**src/rtl/wb_arbiter_if.sv**
```systemverilog
// Writeback bus between the pipeline/long-latency unit and the regfile arbiter.
// The slave modport is the arbiter's view; master is the requesters/regfile view.
interface wb_arbiter_if;
    localparam int unsigned DATA_W = 32;
    localparam int unsigned RD_W   = 6;

    logic              i_pipe_write;
    logic [DATA_W-1:0] i_pipe_data;
    logic [RD_W-1:0]   i_pipe_rd;
    logic              i_lu_valid;
    logic              o_lu_ready;
    logic [DATA_W-1:0] i_lu_data;
    logic [RD_W-1:0]   i_lu_rd;
    logic              o_write;
    logic [DATA_W-1:0] o_data;
    logic [RD_W-1:0]   o_regno;
    logic              o_pipe_stall;
    logic              o_proto_err;

    modport slave (
        input  i_pipe_write, i_pipe_data, i_pipe_rd,
        input  i_lu_valid, i_lu_data, i_lu_rd,
        output o_lu_ready,
        output o_write, o_data, o_regno, o_pipe_stall, o_proto_err
    );

    modport master (
        output i_pipe_write, i_pipe_data, i_pipe_rd,
        output i_lu_valid, i_lu_data, i_lu_rd,
        input  o_lu_ready,
        input  o_write, o_data, o_regno, o_pipe_stall, o_proto_err
    );
endinterface

```
**src/rtl/wb_arbiter.sv**
```systemverilog
// Regfile write-port arbiter: pipeline writebacks have priority, long-latency
// results are buffered in a small FIFO and a stall bubble is requested on starvation.
module wb_arbiter #(
    parameter int unsigned DEPTH        = 2,
    parameter int unsigned STARVE_LIMIT = 4
) (
    input  logic         i_clk,
    input  logic         i_rst_n,
    wb_arbiter_if.slave  bus
);
    localparam int unsigned DATA_W = 32;
    localparam int unsigned RD_W   = 6;
    localparam int unsigned PTR_W  = (DEPTH > 1) ? $clog2(DEPTH) : 1;
    localparam int unsigned CNT_W  = $clog2(DEPTH + 1);
    localparam int unsigned STV_W  = $clog2(STARVE_LIMIT + 1);

    typedef struct packed {
        logic [RD_W-1:0]   rd;
        logic [DATA_W-1:0] data;
    } entry_t;

    entry_t              mem_q [DEPTH];
    entry_t              mem_d [DEPTH];
    logic [PTR_W-1:0]    wr_ptr_q, wr_ptr_d;
    logic [PTR_W-1:0]    rd_ptr_q, rd_ptr_d;
    logic [CNT_W-1:0]    count_q, count_d;
    logic [STV_W-1:0]    starve_q, starve_d;
    logic                stall_q, stall_d;
    logic                err_q, err_d;
    logic                write_q, write_d;
    logic [DATA_W-1:0]   data_q, data_d;
    logic [RD_W-1:0]     regno_q, regno_d;

    logic                lu_ready_c;
    logic                lu_xfer;
    logic                empty;
    logic                win;
    logic                push;
    logic                pop;
    entry_t              win_e;
    entry_t              lu_e;

    function automatic logic [PTR_W-1:0] ptr_inc(input logic [PTR_W-1:0] p);
        return (p == PTR_W'(DEPTH - 1)) ? '0 : p + PTR_W'(1);
    endfunction

    // State registers; reset discards any buffered results.
    always_ff @(posedge i_clk or negedge i_rst_n) begin
        if (!i_rst_n) begin
            for (int unsigned i = 0; i < DEPTH; i++) mem_q[i] <= '0;
            wr_ptr_q <= '0;
            rd_ptr_q <= '0;
            count_q  <= '0;
            starve_q <= '0;
            stall_q  <= 1'b0;
            err_q    <= 1'b0;
            write_q  <= 1'b0;
            data_q   <= '0;
            regno_q  <= '0;
        end else begin
            mem_q    <= mem_d;
            wr_ptr_q <= wr_ptr_d;
            rd_ptr_q <= rd_ptr_d;
            count_q  <= count_d;
            starve_q <= starve_d;
            stall_q  <= stall_d;
            err_q    <= err_d;
            write_q  <= write_d;
            data_q   <= data_d;
            regno_q  <= regno_d;
        end
    end

    // Arbitration, FIFO bookkeeping and starvation tracking.
    always_comb begin
        mem_d    = mem_q;
        wr_ptr_d = wr_ptr_q;
        rd_ptr_d = rd_ptr_q;
        count_d  = count_q;
        starve_d = starve_q;
        stall_d  = 1'b0;
        err_d    = err_q;
        write_d  = 1'b0;
        data_d   = data_q;
        regno_d  = regno_q;
        win      = 1'b0;
        push     = 1'b0;
        pop      = 1'b0;

        lu_ready_c = (count_q != CNT_W'(DEPTH));
        lu_xfer    = bus.i_lu_valid && lu_ready_c;
        empty      = (count_q == '0);
        lu_e       = '{rd: bus.i_lu_rd, data: bus.i_lu_data};
        win_e      = mem_q[rd_ptr_q];

        if (bus.i_pipe_write) begin
            win   = 1'b1;
            win_e = '{rd: bus.i_pipe_rd, data: bus.i_pipe_data};
            push  = lu_xfer;
        end else if (!empty) begin
            win  = 1'b1;
            pop  = 1'b1;
            push = lu_xfer;
        end else if (lu_xfer) begin
            win   = 1'b1;
            win_e = lu_e;
        end

        // r0 writes are consumed but never reach the regfile.
        if (win) begin
            write_d = (win_e.rd != '0);
            data_d  = win_e.data;
            regno_d = win_e.rd;
        end

        if (push) begin
            mem_d[wr_ptr_q] = lu_e;
            wr_ptr_d        = ptr_inc(wr_ptr_q);
        end
        if (pop) rd_ptr_d = ptr_inc(rd_ptr_q);

        case ({push, pop})
            2'b10:   count_d = count_q + CNT_W'(1);
            2'b01:   count_d = count_q - CNT_W'(1);
            default: count_d = count_q;
        endcase

        if (pop || empty) begin
            starve_d = '0;
        end else if (bus.i_pipe_write) begin
            if (starve_q >= STV_W'(STARVE_LIMIT - 1)) begin
                starve_d = '0;
                stall_d  = 1'b1;
            end else begin
                starve_d = starve_q + STV_W'(1);
            end
        end

        if (stall_q && bus.i_pipe_write) err_d = 1'b1;
    end

    assign bus.o_lu_ready   = lu_ready_c;
    assign bus.o_write      = write_q;
    assign bus.o_data       = data_q;
    assign bus.o_regno      = regno_q;
    assign bus.o_pipe_stall = stall_q;
    assign bus.o_proto_err  = err_q;
endmodule
```
**src/flat_wrapper.sv**
```systemverilog
// flat-port wrapper written by rule: the top's interface ports become plain ports
module wb_arbiter_flat 
#(
    parameter int unsigned DEPTH        = 2,
    parameter int unsigned STARVE_LIMIT = 4
)
  (i_clk, i_rst_n, bus_i_pipe_write, bus_i_pipe_data, bus_i_pipe_rd, bus_i_lu_valid, bus_i_lu_data, bus_i_lu_rd, bus_o_lu_ready, bus_o_write, bus_o_data, bus_o_regno, bus_o_pipe_stall, bus_o_proto_err);
  wb_arbiter_if bus_i ();
  input  logic i_clk;
  input  logic i_rst_n;
  input wire logic [$bits(bus_i.i_pipe_write)-1:0] bus_i_pipe_write;
  input wire logic [$bits(bus_i.i_pipe_data)-1:0] bus_i_pipe_data;
  input wire logic [$bits(bus_i.i_pipe_rd)-1:0] bus_i_pipe_rd;
  input wire logic [$bits(bus_i.i_lu_valid)-1:0] bus_i_lu_valid;
  input wire logic [$bits(bus_i.i_lu_data)-1:0] bus_i_lu_data;
  input wire logic [$bits(bus_i.i_lu_rd)-1:0] bus_i_lu_rd;
  output wire logic [$bits(bus_i.o_lu_ready)-1:0] bus_o_lu_ready;
  output wire logic [$bits(bus_i.o_write)-1:0] bus_o_write;
  output wire logic [$bits(bus_i.o_data)-1:0] bus_o_data;
  output wire logic [$bits(bus_i.o_regno)-1:0] bus_o_regno;
  output wire logic [$bits(bus_i.o_pipe_stall)-1:0] bus_o_pipe_stall;
  output wire logic [$bits(bus_i.o_proto_err)-1:0] bus_o_proto_err;
  assign bus_i.i_pipe_write = bus_i_pipe_write;
  assign bus_i.i_pipe_data = bus_i_pipe_data;
  assign bus_i.i_pipe_rd = bus_i_pipe_rd;
  assign bus_i.i_lu_valid = bus_i_lu_valid;
  assign bus_i.i_lu_data = bus_i_lu_data;
  assign bus_i.i_lu_rd = bus_i_lu_rd;
  assign bus_o_lu_ready = bus_i.o_lu_ready;
  assign bus_o_write = bus_i.o_write;
  assign bus_o_data = bus_i.o_data;
  assign bus_o_regno = bus_i.o_regno;
  assign bus_o_pipe_stall = bus_i.o_pipe_stall;
  assign bus_o_proto_err = bus_i.o_proto_err;
  wb_arbiter #(.DEPTH(DEPTH), .STARVE_LIMIT(STARVE_LIMIT)) u_core (.i_clk(i_clk), .i_rst_n(i_rst_n), .bus(bus_i));
endmodule
```
**config.mk**
```make
export PLATFORM = sky130hd
export DESIGN_NAME = wb_arbiter_flat
export DESIGN_NICKNAME = d
export VERILOG_FILES = /design/src/rtl/wb_arbiter_if.sv /design/src/rtl/wb_arbiter.sv /design/src/flat_wrapper.sv
export SDC_FILE = /design/constraint.sdc
export NUM_CORES = 1
export LEC_CHECK = 0
export ABC_AREA = 1
export CAP_MARGIN = 40
export CORE_ASPECT_RATIO = 0.5
export CORE_MARGIN = 4
export CORE_UTILIZATION = 52
export CTS_BUF_LIST = sky130_fd_sc_hd__clkbuf_4
export DETAILED_ROUTE_END_ITERATION = 8
export PLACE_DENSITY = 0.78
export SYNTH_ARGS = -nofsm -noshare
export SYNTH_HDL_FRONTEND = slang
export SYNTH_SLANG_ARGS = --single-unit
```
**constraint.sdc**
```tcl
create_clock -name i_clk -period 3.8 [get_ports i_clk]
set_input_delay 0.57 -clock i_clk [delete_from_list [all_inputs] [get_ports i_clk]]
set_output_delay 0.57 -clock i_clk [all_outputs]
set_load 0.005 [all_outputs]
```
Yosys cells after proc, flatten, opt, wreduce, memory -nomap -nowiden --
Index checks and enable logic that the tools add are counted.
Cells by class: equal/unequal tests 3, bitwise operators 2, reductions and logical operators 8, magnitude comparators 4, multiplexer cells 26, $add $sub $neg 5
Operators by type and width (count):
- 38-bit two-way mux | 7
- 76-bit bitwise mux | 1
- 38-bit demux with 1-bit select | 1
- 1-bit two-way mux | 13
- 3-bit two-way mux | 3
- 6-bit nonzero test | 1
- 2-bit greater-or-equal comparator (second input constant) | 2
- 1-bit inverter with 2-bit output | 2
- 2-bit case mux with 2 select lines | 1
- 2-bit nonzero test | 2
- 3-bit by 1-bit adder with 3-bit output (second input constant) | 1
- 3-bit by 2-bit greater-or-equal comparator with 1-bit output (second input constant) | 1
- 1-bit logical AND | 3
- 1-bit adder (second input constant) | 2
- 2-bit by 1-bit adder with 2-bit output (second input constant) | 1
- 2-bit by 1-bit == test with 1-bit output (second input constant) | 1
- 2-bit == test (second input constant) | 1
- 2-bit logical NOT | 1
- 2-bit by 1-bit less-than comparator with 1-bit output (second input constant) | 1
- 2-bit inequality test (second input constant) | 1
- 2-bit by 1-bit subtractor with 2-bit output (second input constant) | 1
- 1-bit logical OR | 1
Word-level totals: flip-flop bits (word level) 124, output and inout port bits 42

Depth between registers and ports, before layout --
Gate-level depths: netlist of run 1.
depth in word-level cells 9, depth in mapped cells 10, depth with buffers taken out 9

Worst setup path after synthesis of run 1 --
Ideal clock, no wire load.
kind input port to flip-flop, start point input bus_i_lu_valid, end point register u_core.mem_q[40] (netlist bit), setup time 0.130 ns, arrival time 1.654 ns, stages on the path 10, setup slack 2.015 ns, buffers on the path 4, cell sequence buf_2 -> inv_1 -> a21oi_2 -> nand2_2 -> or2_1 -> buf_2 -> buf_6 -> buf_6 -> nand2_1 -> o21ai_1
Between the ends: longest elaborated chain between the ends 3
Ends and longest elaborated chain:
- start, declared | RTL line flat_wrapper.sv:14 | input wire logic [$bits(bus_i.i_lu_valid)-1:0] bus_i_lu_valid;
- 1-bit logical AND * | RTL line wb_arbiter.sv:91 | lu_xfer = bus.i_lu_valid && lu_ready_c;
- 1-bit two-way mux | RTL line wb_arbiter.sv:100 | end else if (!empty) begin
- 1-bit two-way mux * | RTL line wb_arbiter.sv:96 | if (bus.i_pipe_write) begin
- end signal, assigned | RTL line wb_arbiter.sv:61 | mem_q <= mem_d;
- end, declared | RTL line wb_arbiter.sv:22 | entry_t mem_q [DEPTH];
Every way passes the cells marked *; elsewhere a longest branch is shown, timed or not. A chain may end at the register's enable or synchronous reset.

Final worst setup path of run 1 --
start point input bus_i_lu_valid, end point register u_core.data_q[16], in the netlist u_core.bus.o_data[16]
Between the ends: longest elaborated chain between the ends 4, elaborated cells on any way between the ends 7
Ends and longest elaborated chain:
- 1-bit logical AND * | RTL line wb_arbiter.sv:91
- 38-bit two-way mux or 1-bit two-way mux (tied branches) | RTL line wb_arbiter.sv:104 | end else if (lu_xfer) begin
- 38-bit two-way mux or 1-bit two-way mux (tied branches) | RTL line wb_arbiter.sv:100
- 38-bit two-way mux or 1-bit two-way mux (tied branches) | RTL line wb_arbiter.sv:96
- end signal, assigned | RTL line wb_arbiter.sv:69 | data_q <= data_d;
- end, declared | RTL line wb_arbiter.sv:31 | logic [DATA_W-1:0] data_q, data_d;
Marked as above.

==> results.yml, run 1 <==
status:
  status: "finished, final reports clean"
die:
  die_y_um: 82.2
  fp-row-count: 26
  die_x_um: 156
  core-area_mm2: 0.0105
  num_io_pins: 122
  dieArea_mm2: 0.0129
  start_util: 0.546
global_routing:
  track_usage: 0.225
  grt_pass1_vias: 4844
  grt_pass1_wl_um: 23000
  gr-total-overflow: 0
  antenna_found_initial: 0
  grt_max_degree: 77
timing:
  rsz0062_at_grt: "false"
  worstMarginPinSlew_ns: 0.820
  fin_crit_sh: 0.583
  fin_skew_ns: 0.0140
  maxSlewHeadroom: 0.453
  finalSetupViolations: 0
  finalMaxSlewViolations: 0
  timing.fmax_ghz: 0.452
  tns_ns: 0
  hold_viol_final: 0
  final.min_clock_period_ns: 2.21
power_and_ir_drop:
  power_switching_mw: 1.94
  power.share.combinational: 0.382
  peakVddDrop_mv: 0.583
  power_density_mw_per_mm2: 747
  leakage_nw: 3.48
  p_seq_frac: 0.409
  p_int_mw: 3.55
  switching_share: 0.354
  clkPwrFrac: 0.209
  p_total_mw: 5.49
layout:
  final_cell_mix: "nand2_1, dfrtp_1, clkdlybuf4s50_1, o21ai_0"
  nets: 874
  stdcell_count: 944
  fill_cells: 850
  drive_gt1_frac: 0.0709
  layout_commonest_cell: "nand2_1"
  n_antenna_cell: 0
  syn_to_final_growth_pct: 28.4
setup_path:
  rr_startpoint: "u_core.count_q[0]"
  critPathLaunchType: "input pin"
  critPathKind: "input pin to flop"
  end_kind: "flop"
  r2r_slack_ns: 1.69
  r2r_end: "u_core.bus.o_data[16]"
  ff2ff_path_depth: 6
  crit_fanout: 36
  cp.arrival_ns: 2.59
  worstPathRequired_ns: 4.18
yosys:
  avgSynthCellArea_um2: 8.33
  syn_inst: 687
  synth_top_area_cell: "dfrtp_1"
  yosys_warnings: 0
  syn_area_mm2: 0.00572
  yosysSeqAreaShare: 0.542
  synth_cell_types: 26
  ys_ff_latch: 124
  synth_top_area_share: 0.542
  syn-num-nets: 770
  yosys-top-cells-area: "dfrtp_1, nand2_1, o21ai_0"
drt:
  top_layer: "met4"
  drc: 0
  via_per_inst: 5.39
  dr_wl_met2_um: 6510
  met1_length_um: 6380
  wl_per_cell_um: 14.8
  totalWireLength_um: 13900
  wl_met3_um: 854
  drtIter0Drc: 307
  first_pass_iters: 5
  final_antenna_net_count: 0
  via_count: 5092
cts:
  cts.sinks: 124
  root_buffer: "clkbuf_4"
  postCtsResizedCells: 0
  cts_tree: "done"
  htreeDepth: 4
  post_cts.repair.setup_buffers: 0
  clk_pin_slew_ns: 0.11
  cts_buffers: 17
  ctsHoldBuffers: 0
  clk_path_buf_depth: 2
  worstSkewPairLatency_ns: 0.51
placed_design:
  placedCellCount: 912
  gp_congestion: 0.819
  dp_hpwl_um: 9150
  io_buffer_count: 121
job:
  drv_cap: 0
hold_path:
  worst_hold_path_type: "input pin to async pin"
power groups by stage:
stage	Combinational, mW	Clock (mW)	Sequential (mW)
6_report	2.09	1.15	2.25
5_1_grt	2.38	1.23	2.32
4_1_cts	2.12	1.17	2.24
3_5_place_dp	2.10	0	2.26
3_3_place_gp	2.02	0	2.23
2_1_floorplan	1.31	0	2.22
final cells by class:
type,count,area [um2],share of cell area
clock buffer,19,143,0.0194
clock inverter,13,221,0.0301
inverter,47,176,0.0240
multi-input combinational,468,2220,0.302
sequential,124,3100,0.422
tap,140,175,0.0238
timing repair buffer,133,1310,0.178
kinds of logic after synthesis:
logic type      synth area share
compound gates             0.156
xor+xnor                 0.00459
buf+inv                   0.0710
flops                      0.542
fa+ha+maj                0.00656
simple gates               0.220
worst max-delay path by stage:
stage | from | end | slack, ns
global placement | bus_i_lu_valid | u_core.mem_q[40] | 1.01
finish | bus_i_lu_valid | u_core.bus.o_data[16] | 1.59
detailed placement | bus_i_lu_valid | u_core.bus.o_data[16] | 1.09
floorplan | bus_i_lu_valid | u_core.mem_q[40] | 2.02
CTS | u_core.count_q[0] | bus_o_lu_ready | 1.55
global route | u_core.count_q[0] | bus_o_lu_ready | 1.47
cells in the mapped netlist:
cell type and number:
a21o_1 1, a21oi_1 2, a21oi_2 1, a31oi_1 35
buf_2 14, buf_6 4, clkbuf_1 28, clkbuf_2 2
dfrtp_1 124, ha_1 3, inv_1 45, inv_2 2
nand2_1 215, nand2_2 2, nand3_1 46, nor2_1 37
nor2_4 2, nor3_1 2, nor3b_1 1, o211ai_1 32
o21ai_0 51, o21ai_1 30, or2_1 1, or2_2 4
xnor2_1 1, xor2_1 2
sequential cells by signal, summed over array words and instances, names as in the netlist:
register and count:
u_core.bus.o_pipe_stall 1, u_core.starve_q 3, u_core.bus.o_proto_err 1, u_core.bus.o_regno 6
u_core.bus.o_write 1, u_core.rd_ptr_q 1, u_core.count_q 2, u_core.bus.o_data 32
u_core.wr_ptr_q 1, u_core.mem_q 76
worst max-delay path, cell delays in order:
cell and delay, ns:
clkdlybuf4s50_1 0.56, nand2_2 0.61, buf_4 0.46, nand3_1 0.17, o211ai_1 0.12, a31oi_1 0.09
metal layers:
metal	GRT usage	up-vias
met1	0.300	2421
met4	0.0736	0
met5	0	-
met3	0.0479	23
li1	-	2487
met2	0.374	161
per-stage QoR:
step	worst slack, ns	util	hold slack, ns	area, um2
finish	1.59	0.702	0.135	7350
detailed placement	1.09	0.667	0.423	6990
global placement	1.01	0.665	0.422	6970
CTS	1.55	0.702	0.146	7350
global route	1.47	0.702	0.171	7350
floorplan	2.02	-	0.274	5720
Power figures use the tool's default switching activity.
==> run 2: changes to the inputs <==
- clock period: 3.8 -> 2.3 ns (I/O delays scaled with it)
==> run 2 against run 1 <==
Effect of this change:
- sequential share of layout area shrank 0.36 points
- non-clock buffer count grew 5
- clock-buffer cell count shrank 2
- register-to-register slack lost 1.1 ns
- largest cell class unchanged
- highest routed layer unchanged
==> results.yml, run 2 (synthesized netlist as in run 1, its figures left out) <==
hold_path:
  worst_hold_path_type: "input pin to async pin"
timing:
  rsz0062_at_grt: "false"
  finalSetupViolations: 0
  timing.fmax_ghz: 0.500
  fin_crit_sh: 0.870
  maxSlewHeadroom: 0.688
  finalMaxSlewViolations: 0
  final.min_clock_period_ns: 2.00
  fin_skew_ns: 0.0144
  setup_ws_ns: 0.298
  hold_viol_final: 0
  worstMarginPinSlew_ns: 0.469
  tns_ns: 0
global_routing:
  gr-total-overflow: 0
  grt_max_degree: 78
  track_usage: 0.224
  antenna_found_initial: 0
  grt_pass1_wl_um: 22900
  grt_pass1_vias: 4955
setup_path:
  critPathLaunchType: "flop"
  cp-endpoint: "bus_o_lu_ready"
  slowest_delay_ns: 0.50
  crit_cells: 3
  rr_startpoint: "u_core.count_q[0]"
  r2r_slack_ns: 0.62
  cp_cell_sequence: "inv_2 -> nand2_1 -> clkdlybuf4s50_1"
  cp-startpoint: "u_core.count_q[0]"
  r2r_end: "u_core.mem_q[58]"
  crit_path_top_delay_cell: "clkdlybuf4s50_1"
  critPathBufInv: 2
  ff2ff_path_depth: 7
  cpLargestDelayFamily: "buffers and inverters"
  end_kind: "output pin"
  crit_fanout: 5
  critPathKind: "flop to output pin"
  cp.arrival_ns: 1.66
  worstPathRequired_ns: 1.96
placed_design:
  dp_hpwl_um: 9040
  io_buffer_count: 121
  dp_slack_ns: 0.337
  placedCellCount: 916
  gp_congestion: 0.794
drt:
  drtIter0Drc: 401
  via_per_inst: 5.32
  final_antenna_net_count: 0
  via_count: 5044
  totalWireLength_um: 13900
  first_pass_iters: 5
  drc: 0
  wl_per_cell_um: 14.6
layout:
  drive_gt1_frac: 0.0766
  n_antenna_cell: 0
  nets: 879
  top_register: "u_core.mem_q"
  largest_reg_flops: 76
  layout_commonest_cell: "nand2_1"
  stdcell_count: 949
  final_cell_mix: "nand2_1, dfrtp_1, clkdlybuf4s50_1, o21ai_0"
  register_area_mm2: 0.00310
  syn_to_final_growth_pct: 29.5
  multi_input_area_mm2: 0.00222
  fill_cells: 847
cts:
  worstSkewPairLatency_ns: 0.54
  clk_path_buf_depth: 2
  cts_buffers: 17
  cts.sinks: 124
  clk_pin_slew_ns: 0.11
  cts_tree: "done"
  post_cts.repair.setup_buffers: 0
  root_buffer: "clkbuf_4"
  htreeDepth: 4
power_and_ir_drop:
  peakVddDrop_mv: 0.817
  p_total_mw: 9.00
  leakage_nw: 3.51
  power_density_mw_per_mm2: 1210
die:
  die_x_um: 156
  die_y_um: 82.2
  num_io_pins: 122
  dieArea_mm2: 0.0129
  core-area_mm2: 0.0105
  start_util: 0.546
  fp-row-count: 26
status:
  status: "finished, final reports clean"
job:
  drv_cap: 0
## run 2: per-stage QoR
stage / util / area [um2] / hold WS (ns)
3_3_place_gp: 0.674 / 7060 / 0.305
6_report: 0.708 / 7410 / 0.275
3_5_place_dp: 0.674 / 7060 / 0.311
4_1_cts: 0.708 / 7410 / 0.267
5_1_grt: 0.708 / 7410 / 0.283
2_1_floorplan: - / 5720 / 0.0494
## run 2: power by group
part           internal [mW]  switching, mW
Clock                  0.970          0.852
Combinational           1.65           1.84
Sequential              3.16          0.538
## run 2: cell type report
| cell class | instances | area share |
|---|---|---|
| inverters | 47 | 0.0238 |
| repair buffers | 138 | 0.187 |
| clock inverters | 15 | 0.0299 |
| clock buffers | 17 | 0.0172 |
| multi-input cells | 468 | 0.300 |
| flip-flops and latches | 124 | 0.418 |
| well taps | 140 | 0.0236 |
## run 2: repair_timing
action | CTS | global route
hold buffers | 1 | 0
resized for setup | 0 | 0
endpoints found under the hold margin | 28 | 0
## run 2: worst min-delay path by stage
stage	from	endpoint	slack, ns	depth (start not counted)
2_1_floorplan	i_rst_n	u_core.bus.o_data[0]	0.05	0
3_3_place_gp	i_rst_n	u_core.bus.o_write	0.30	1
3_5_place_dp	i_rst_n	u_core.bus.o_write	0.31	1
4_1_cts	i_rst_n	u_core.bus.o_write	0.27	2
5_1_grt	i_rst_n	u_core.bus.o_write	0.28	2
6_report	i_rst_n	u_core.bus.o_write	0.28	2
## run 2: layer usage
layer  track usage  up-vias  part of all wire
li1              -     2496                 -
met1         0.281     2415              0.44
met2         0.387      111              0.49
met3        0.0437       22             0.047
met4        0.0952        0             0.020
met5             0        -                 0
## run 2: worst reg2reg max path, stage by stage, from the launching register on
cell     delay (ns)
dfrtp_1        0.48
inv_2          0.08
a21oi_2        0.19
nand2_2        0.08
or2_2          0.30
buf_12         0.21
nand2_1        0.16
o21ai_1        0.06
==> run 3: changes to the inputs <==
- SKIP_CTS_REPAIR_TIMING: not set -> 1
- clock period: 2.3 -> 2 ns (I/O delays scaled with it)
==> run 3 against run 2 <==
Effect of this change:
- combinational power increased by 19%
- critical path depth unchanged
- worst setup slack got worse by 0.16 ns
- clock skew rose by 0.0019 ns
- global-route usage is 0.34 points higher
- final cell count up 0.95%
- sequential share of layout area is 1.0 points lower
- first-iteration DRC count decreased by 21%
- clock power up 27%
- critical path type unchanged
==> results.yml, run 3 (synthesized netlist as in run 1, its figures left out) <==
setup_path:
  cp.arrival_ns: 1.57
  end_kind: "output pin"
  critPathLaunchType: "flop"
  critPathKind: "flop to output pin"
  crit_fanout: 5
  worstPathRequired_ns: 1.70
cts:
  cts_buffers: 17
  cts.sinks: 124
  clk_path_buf_depth: 2
  htreeDepth: 4
  root_buffer: "clkbuf_4"
  clk_pin_slew_ns: 0.11
  cts_tree: "done"
  worstSkewPairLatency_ns: 0.51
die:
  die_y_um: 82.2
  start_util: 0.546
  core-area_mm2: 0.0105
  fp-row-count: 26
  num_io_pins: 122
  die_x_um: 156
  dieArea_mm2: 0.0129
drt:
  drtIter0Drc: 315
  final_antenna_net_count: 0
  drc: 0
  totalWireLength_um: 13900
  via_count: 5035
  first_pass_iters: 5
  via_per_inst: 5.26
  wl_per_cell_um: 14.5
status:
  status: "finished, final reports clean"
global_routing:
  grt_pass1_wl_um: 23500
  track_usage: 0.227
  antenna_found_initial: 0
  gr-total-overflow: 0
  grt_max_degree: 77
  grt_pass1_vias: 4962
hold_path:
  worst_hold_path_type: "input pin to async pin"
timing:
  timing.fmax_ghz: 0.536
  holdWs_ns: 0.331
  hold_viol_final: 0
  final.min_clock_period_ns: 1.87
  fin_skew_ns: 0.0164
  worstMarginPinSlew_ns: 0.550
  maxSlewHeadroom: 0.634
  tns_ns: 0
  finalMaxSlewViolations: 0
  rsz0062_at_grt: "false"
  finalSetupViolations: 0
  fin_crit_sh: 0.933
power_and_ir_drop:
  peakVddDrop_mv: 0.894
  leakage_nw: 3.61
  power_density_mw_per_mm2: 1410
placed_design:
  gp_congestion: 0.818
  io_buffer_count: 121
  dp_hpwl_um: 9370
  placedCellCount: 925
layout:
  stdcell_count: 958
  final_core_utilization: 0.726
  drive_gt1_frac: 0.0868
  n_antenna_cell: 0
  layout_commonest_cell: "nand2_1"
  register_area_mm2: 0.00310
  fill_cells: 819
  syn_to_final_growth_pct: 32.9
  final_cell_mix: "nand2_1, dfrtp_1, clkdlybuf4s50_1, o21ai_0"
  largest_reg_flops: 76
  top_register: "u_core.mem_q"
  multi_input_area_mm2: 0.00222
  nets: 888
job:
  drv_cap: 0
-- run 3: cell count changes in the layout (fill, tap and decap cells not counted) --
cell        change
buf_12          +7
clkinv_4        -3
buf_4           +2
bufinv_16       +2
clkbuf_4        +1
clkinv_1        +1
clkinv_2        +1
clkinvlp_4      -1
dfrtp_1         -1
dfrtp_2         +1
inv_6           -1
-- run 3: worst max-delay path, stage by stage (launching register included) --
cell and delay, ns:
dfrtp_2 0.45, inv_2 0.07, nand2_1 0.06, clkdlybuf4s50_1 0.50
-- run 3: per-layer routing --
| metal | routed length (um) | track usage | vias up |
|---|---|---|---|
| li1 | - | - | 2515 |
| met1 | 6480 | 0.302 | 2392 |
| met2 | 6550 | 0.383 | 113 |
| met3 | 677 | 0.0500 | 15 |
| met4 | 148 | 0.0623 | 0 |
| met5 | 0 | 0 | - |
-- run 3: path summary, 6_finish.rpt --
kind / from / cells past startpoint / endpoint / slack [ns]
setup / recovery: u_core.count_q[0] / 3 / bus_o_lu_ready / 0.13
setup reg to reg: u_core.count_q[0] / 8 / u_core.bus.o_data[9] / 0.31
min in group i_clk: bus_i_pipe_data[18] / 3 / u_core.bus.o_data[18] / 0.34
hold reg to reg: u_core.starve_q[2] / 1 / u_core.starve_q[0] / 0.46
hold / removal: i_rst_n / 2 / u_core.bus.o_write / 0.33
max in group asynchronous: i_rst_n / 3 / u_core.mem_q[58] / 1.07
-- run 3: stage by stage --
step,cell area [um2],worst slack (ns),power (mW)
after floorplan,5720,0.482,6.70
after global placement,7210,0.0963,8.30
after detailed placement,7210,0.0623,8.49
after CTS,7590,0.0352,10.8
after global routing,7600,0.0172,11.6
final,7600,0.134,10.8
-- run 3: report_power, final --
part / total, mW / internal (mW) / switching (mW) / leakage, nW
registers: 4.29 / 3.63 / 0.654 / 1.53
logic: 4.16 / 2.03 / 2.13 / 1.88
clock network: 2.31 / 1.37 / 0.939 / 0.197
total: 10.8 / 7.03 / 3.73 / 3.61
-- run 3: area by class of cell --
type / count / share of cell area
clock buffers: 18 / 0.0178
repair buffers: 147 / 0.203
multi-input cells: 468 / 0.292
well taps: 140 / 0.0230
clock inverters: 14 / 0.0326
inverters: 47 / 0.0232
flip-flops and latches: 124 / 0.408
